## src/rtl/cache_mem_arbiter.sv

```systemverilog
// cache_mem_arbiter: shares one sram-like memory port between the I-cache and
// D-cache. One transaction in flight; each grant walks address phase then data
// phase and the handshakes are routed back to the owning cache only.
// Optional feature: define ARB_RR_EN for round-robin arbitration on ties;
// without it the D-cache always wins over the I-cache.
module cache_mem_arbiter #(
    parameter int ADDR_WIDTH = 32,
    parameter int DATA_WIDTH = 32
) (
    input  logic                  clk,
    input  logic                  rst,
    input  logic                  inst_req,
    input  logic                  inst_wr,
    input  logic [1:0]            inst_size,
    input  logic [ADDR_WIDTH-1:0] inst_addr,
    input  logic [DATA_WIDTH-1:0] inst_wdata,
    output logic [DATA_WIDTH-1:0] inst_rdata,
    output logic                  inst_addr_ok,
    output logic                  inst_data_ok,
    input  logic                  data_req,
    input  logic                  data_wr,
    input  logic [1:0]            data_size,
    input  logic [ADDR_WIDTH-1:0] data_addr,
    input  logic [DATA_WIDTH-1:0] data_wdata,
    output logic [DATA_WIDTH-1:0] data_rdata,
    output logic                  data_addr_ok,
    output logic                  data_data_ok,
    output logic                  mem_req,
    output logic                  mem_wr,
    output logic [1:0]            mem_size,
    output logic [ADDR_WIDTH-1:0] mem_addr,
    output logic [DATA_WIDTH-1:0] mem_wdata,
    input  logic [DATA_WIDTH-1:0] mem_rdata,
    input  logic                  mem_addr_ok,
    input  logic                  mem_data_ok,
    output logic                  arb_busy
);

    localparam logic [2:0] IDLE   = 3'd0;
    localparam logic [2:0] I_ADDR = 3'd1;
    localparam logic [2:0] D_ADDR = 3'd2;
    localparam logic [2:0] I_DATA = 3'd3;
    localparam logic [2:0] D_DATA = 3'd4;

    logic [2:0] state, state_next;
    logic       pick_d;     // IDLE decision: grant goes to the D-cache
    logic       sel_d;      // current owner is the D-cache
    logic       in_addr;
    logic       in_data;
    logic       active;
    logic       g_req;
    logic       addr_ok_g;
    logic       data_ok_g;

`ifdef ARB_RR_EN
    // last_grant is 1 after an I grant and 0 after a D grant or reset,
    // so the very first tie goes to the I-cache.
    logic last_grant;

    // Tie-break toward the master that did not win last time.
    always_comb begin
        pick_d = data_req;
        if (data_req && inst_req)
            pick_d = last_grant;
    end

    // Remember who won each grant taken out of IDLE.
    always_ff @(posedge clk) begin
        if (rst)
            last_grant <= 1'b0;
        else if (state == IDLE && (inst_req || data_req))
            last_grant <= !pick_d;
    end
`else
    // Fixed priority: the D-cache wins whenever it asks.
    always_comb begin
        pick_d = data_req;
    end
`endif

    // Decode the owner and phase from the state.
    always_comb begin
        sel_d   = (state == D_ADDR) || (state == D_DATA);
        in_addr = (state == I_ADDR) || (state == D_ADDR);
        in_data = (state == I_DATA) || (state == D_DATA);
        active  = !rst && (state != IDLE);
        g_req   = sel_d ? data_req : inst_req;
    end

    // Next-state: grant from IDLE, abort on withdrawn request, fold a
    // same-cycle addr_ok/data_ok straight back to IDLE.
    always_comb begin
        state_next = state;
        case (state)
            IDLE: begin
                if (data_req || inst_req)
                    state_next = pick_d ? D_ADDR : I_ADDR;
            end
            I_ADDR, D_ADDR: begin
                if (!g_req)
                    state_next = IDLE;
                else if (mem_addr_ok)
                    state_next = mem_data_ok ? IDLE : (sel_d ? D_DATA : I_DATA);
            end
            I_DATA, D_DATA: begin
                if (mem_data_ok)
                    state_next = IDLE;
            end
            default: state_next = IDLE;
        endcase
    end

    // State register; reset drops any in-flight transaction.
    always_ff @(posedge clk) begin
        if (rst)
            state <= IDLE;
        else
            state <= state_next;
    end

    // Memory-side request and payload, muxed from the owner; zero when idle.
    always_comb begin
        mem_req   = active && in_addr && g_req;
        mem_wr    = 1'b0;
        mem_size  = '0;
        mem_addr  = '0;
        mem_wdata = '0;
        if (active) begin
            mem_wr    = sel_d ? data_wr    : inst_wr;
            mem_size  = sel_d ? data_size  : inst_size;
            mem_addr  = sel_d ? data_addr  : inst_addr;
            mem_wdata = sel_d ? data_wdata : inst_wdata;
        end
    end

    // Handshakes back to the owner only; the other master never sees one.
    always_comb begin
        addr_ok_g    = mem_req && mem_addr_ok;
        data_ok_g    = active && mem_data_ok && (in_data || addr_ok_g);
        inst_addr_ok = addr_ok_g && !sel_d;
        data_addr_ok = addr_ok_g && sel_d;
        inst_data_ok = data_ok_g && !sel_d;
        data_data_ok = data_ok_g && sel_d;
        arb_busy     = active;
        inst_rdata   = mem_rdata;
        data_rdata   = mem_rdata;
    end

endmodule

```

## config.mk

```make
export PLATFORM = sky130hd
export DESIGN_NAME = cache_mem_arbiter
export DESIGN_NICKNAME = d
export VERILOG_FILES = /design/src/rtl/cache_mem_arbiter.sv
export SDC_FILE = /design/constraint.sdc
export NUM_CORES = 1
export LEC_CHECK = 0
export CAP_MARGIN = 20
export CORE_AREA = 2 2 119 121
export DETAILED_ROUTE_END_ITERATION = 7
export DIE_AREA = 0 0 121 123
export SLEW_MARGIN = 20
export SYNTH_ARGS = -nofsm -noshare
export SYNTH_HDL_FRONTEND = slang
export SYNTH_SLANG_ARGS = --single-unit
```

## constraint.sdc

```tcl
create_clock -name clk -period 2.5 [get_ports clk]
set_input_delay 0.75 -clock clk [delete_from_list [all_inputs] [get_ports clk]]
set_output_delay 0.75 -clock clk [all_outputs]
set_load 0.05 [all_outputs]
```

==> results.toml <==
[cts]
worst_skew_pair.late_latency_ns = 0.23
cts-root-buf = "sky130_fd_sc_hd__clkbuf_16"
hold_buffers = 0
cts-root-to-sink-buffers = 2
cts_buffers = 3
clk_pin_slew_ns = 0.03
tritoncts = "built"
cts_max_level = 1
clkSinkCount = 3

[cells_and_area]
areaGrowthSynthToFinish_pct = 221
largestRegisters = "state: 3 flops"
flip_flop_count_of_the_largest_register_after_layout = 3
postLayoutCoreUtil = 0.415
fillCellCount = 1301
regMostFlops = "state"
multiInputGateArea_um2 = 1960
finish.net_count = 671
drive_gt1_frac = 0.414
num_antenna_cells = 0
layout.area.seq_um2 = 66.3

[sta]
slew-limit-headroom = 0.738
period_share = 0.975
setup_total_negative_slack_ns = 0
worst_slack_ns = 0.0631
hold_violations = 0
finalSetupViolations = 0
final.setup_skew_ns = 0.00188
tightest_slew_ns = 0.383
max_freq_mhz = 410
final.min_clock_period_ns = 2.44
final-max-slew-violation-count = 0

[pwr]
pwr-share-seq = 0.027
power.switching_uw = 1200
power.internal_uw = 1250
power.clock.fraction = 0.106
power.share.combinational = 0.867
vdd_ir_drop_max_v = 0.000197
net_switching_fraction_of_the_power = 0.489
power.leakage_uw = 0.00201
power.density_cell_area_nw_per_um2 = 435

[routing]
antenna_violating_nets_post_route = 0
routed-via-count = 2802
drt-wirelength-per-cell_um = 15.9
totalWireLength_um = 10800
initialDrtViolationCount = 76
drt_first_pass_iters = 4
viasPerCell = 4.13
drc_errors = 0

[setup_path]
arrival_time_of_data_at_the_critical_path_endpoint_ns = 1.69
crit-reg2reg-launch = "state[2]"
start_kind = "input pin"
critPathMaxStageDelay_ns = 0.25
setup.reg_to_reg.worst_slack_ns = 0.77
r2r_cells = 6
worst_setup_path_end_kind = "output pin"
timing.critical_path.cells = "buf_4, nand4bb_4, a21oi_4, nand2_2, a211oi_4, buf_12"
regToRegEndpoint = "state[1]"
timing.setup.critical_path_class = "in2out"
crit_path_top_delay_cell = "sky130_fd_sc_hd__a211oi_4"
critical_path_required_ns = 1.75
worst-path-max-fanout = 3

[logic_synthesis]
postSynthNetCount = 504
syn_area_per_cell_um2 = 5.30
ys_top_cells_by_count = "sky130_fd_sc_hd__nand2_1, sky130_fd_sc_hd__a21oi_1, sky130_fd_sc_hd__buf_4, sky130_fd_sc_hd__buf_2, sky130_fd_sc_hd__clkbuf_1"
synth_flop_cell = "sky130_fd_sc_hd__dfxtp_1"
async_flop_share = 0
synthMostInstantiatedCell = "sky130_fd_sc_hd__nand2_1"
synthDistinctLibCells = 27
synthesis.area_um2 = 1760
synth_edf_count = 0
synth_top_cells_by_area = "sky130_fd_sc_hd__nand2_1, sky130_fd_sc_hd__buf_4, sky130_fd_sc_hd__a21oi_1"
synth_largest_type_area_fraction = 0.296
syn_inst = 332
share_of_the_yosys_chip_area_belonging_to_registers = 0.0341
synth.ff_latch_count = 3
synth-warning-count = 0
synth_area_leader_cell = "sky130_fd_sc_hd__nand2_1"

[die]
number_of_rows_created_at_floorplan = 43
io-pin-count = 309
die_width_um = 121
dieHeight_um = 123
dieArea_um2 = 14900
placeableCoreArea_um2 = 13600
initial_utilization = 0.129

[grt]
grt_util_all_layers = 0.132
first_global_vias = 2934
grt_first_pass_wirelength_um = 15600
grt.overflow.total = 0
maximum_number_of_pins_on_one_net_before_global_route_repair = 39
antenna_found_initial = 0

[placement]
port_buffers = 212
place_congestion = 0.805
dpl_worst_slack_ns = -0.419
post-dp-hpwl_um = 8270

[min_path]
hold_path_end = "state[0]"
whs_path_depth = 2
hp-class = "reg2reg"
origin_of_the_worst_min_delay_path = "state[0]"

[run_status]
outcome = "completed"

[run]
max_cap_violations = 0
==> timing repair <==
| action | 4_1_cts | 5_1_grt |
|---|---|---|
| setup buffers | 7 | 3 |
| gates resized for setup | 27 | 6 |
| pin swaps | 4 | 5 |
| gates cloned | 3 | 2 |
| endpoints found under the setup margin | 73 | 69 |
==> worst max path at each step <==
stage	start	to	slack, ns
after floorplan	inst_req	inst_data_ok	-0.20
after global placement	inst_req	data_data_ok	-0.38
after detailed placement	inst_req	data_data_ok	-0.42
after CTS	state[1]	mem_wdata[31]	0.008
after global routing	state[1]	mem_addr[20]	-0.02
final	data_req	inst_data_ok	0.06
==> per-stage QoR <==
step,total power (µW),hold slack [ns],instances,cell area (µm²)
detailed placement,2070,0.611,659,5330
finish,2460,0.566,678,5640
global placement,2050,0.602,659,5330
floorplan,1460,0.591,332,2690
CTS,2430,0.568,673,5550
global route,2560,0.576,678,5640
==> cell usage in the layout, fill, tap and decap left out, types with 4 or more instances in the layout <==
cell,count
sky130_fd_sc_hd__buf_12,78
sky130_fd_sc_hd__clkdlybuf4s50_1,134
sky130_fd_sc_hd__clkbuf_16,5
sky130_fd_sc_hd__a21oi_4,70
sky130_fd_sc_hd__nand2_1,137
sky130_fd_sc_hd__buf_6,4
sky130_fd_sc_hd__buf_4,26
==> critical path, delay by kind of cell <==
kind,cells,cell delay [ns]
AOI/OAI and AO/OA,2,0.43
buffers and inverters,2,0.27
and+or+nand+nor,2,0.23
==> power by group through the flow <==
stage,Clock (µW),Sequential [µW],Combinational (µW)
global route,266,67.9,2230
floorplan,0,60.6,1400
finish,260,67.0,2130
CTS,262,65.8,2100
detailed placement,0,64.0,2010
global placement,0,64.0,1990
==> cell type report <==
type / instances / share of cell area
Timing Repair Buffer: 250 / 0.585
Multi-Input combinational cell: 237 / 0.346
Tap cell: 180 / 0.0399
Clock buffer: 4 / 0.0140
Sequential cell: 3 / 0.0117
Inverter: 4 / 0.00266
==> layer usage <==
metal  share of wire  track usage
met3           0.072       0.0258
met2            0.52        0.241
met4           0.032       0.0494
met5               0            0
met1            0.37        0.153
==> cells by family (layout without fill, tap and decap cells) <==
kind of cell    count (synthesis)  in the layout  synth area share
simple gates                  155            155             0.355
buf+inv                        93            258             0.355
compound gates                 79             80             0.244
flops                           3              3            0.0341
mux                             2              2            0.0121
No activity file was read; power rests on OpenSTA's default activity.
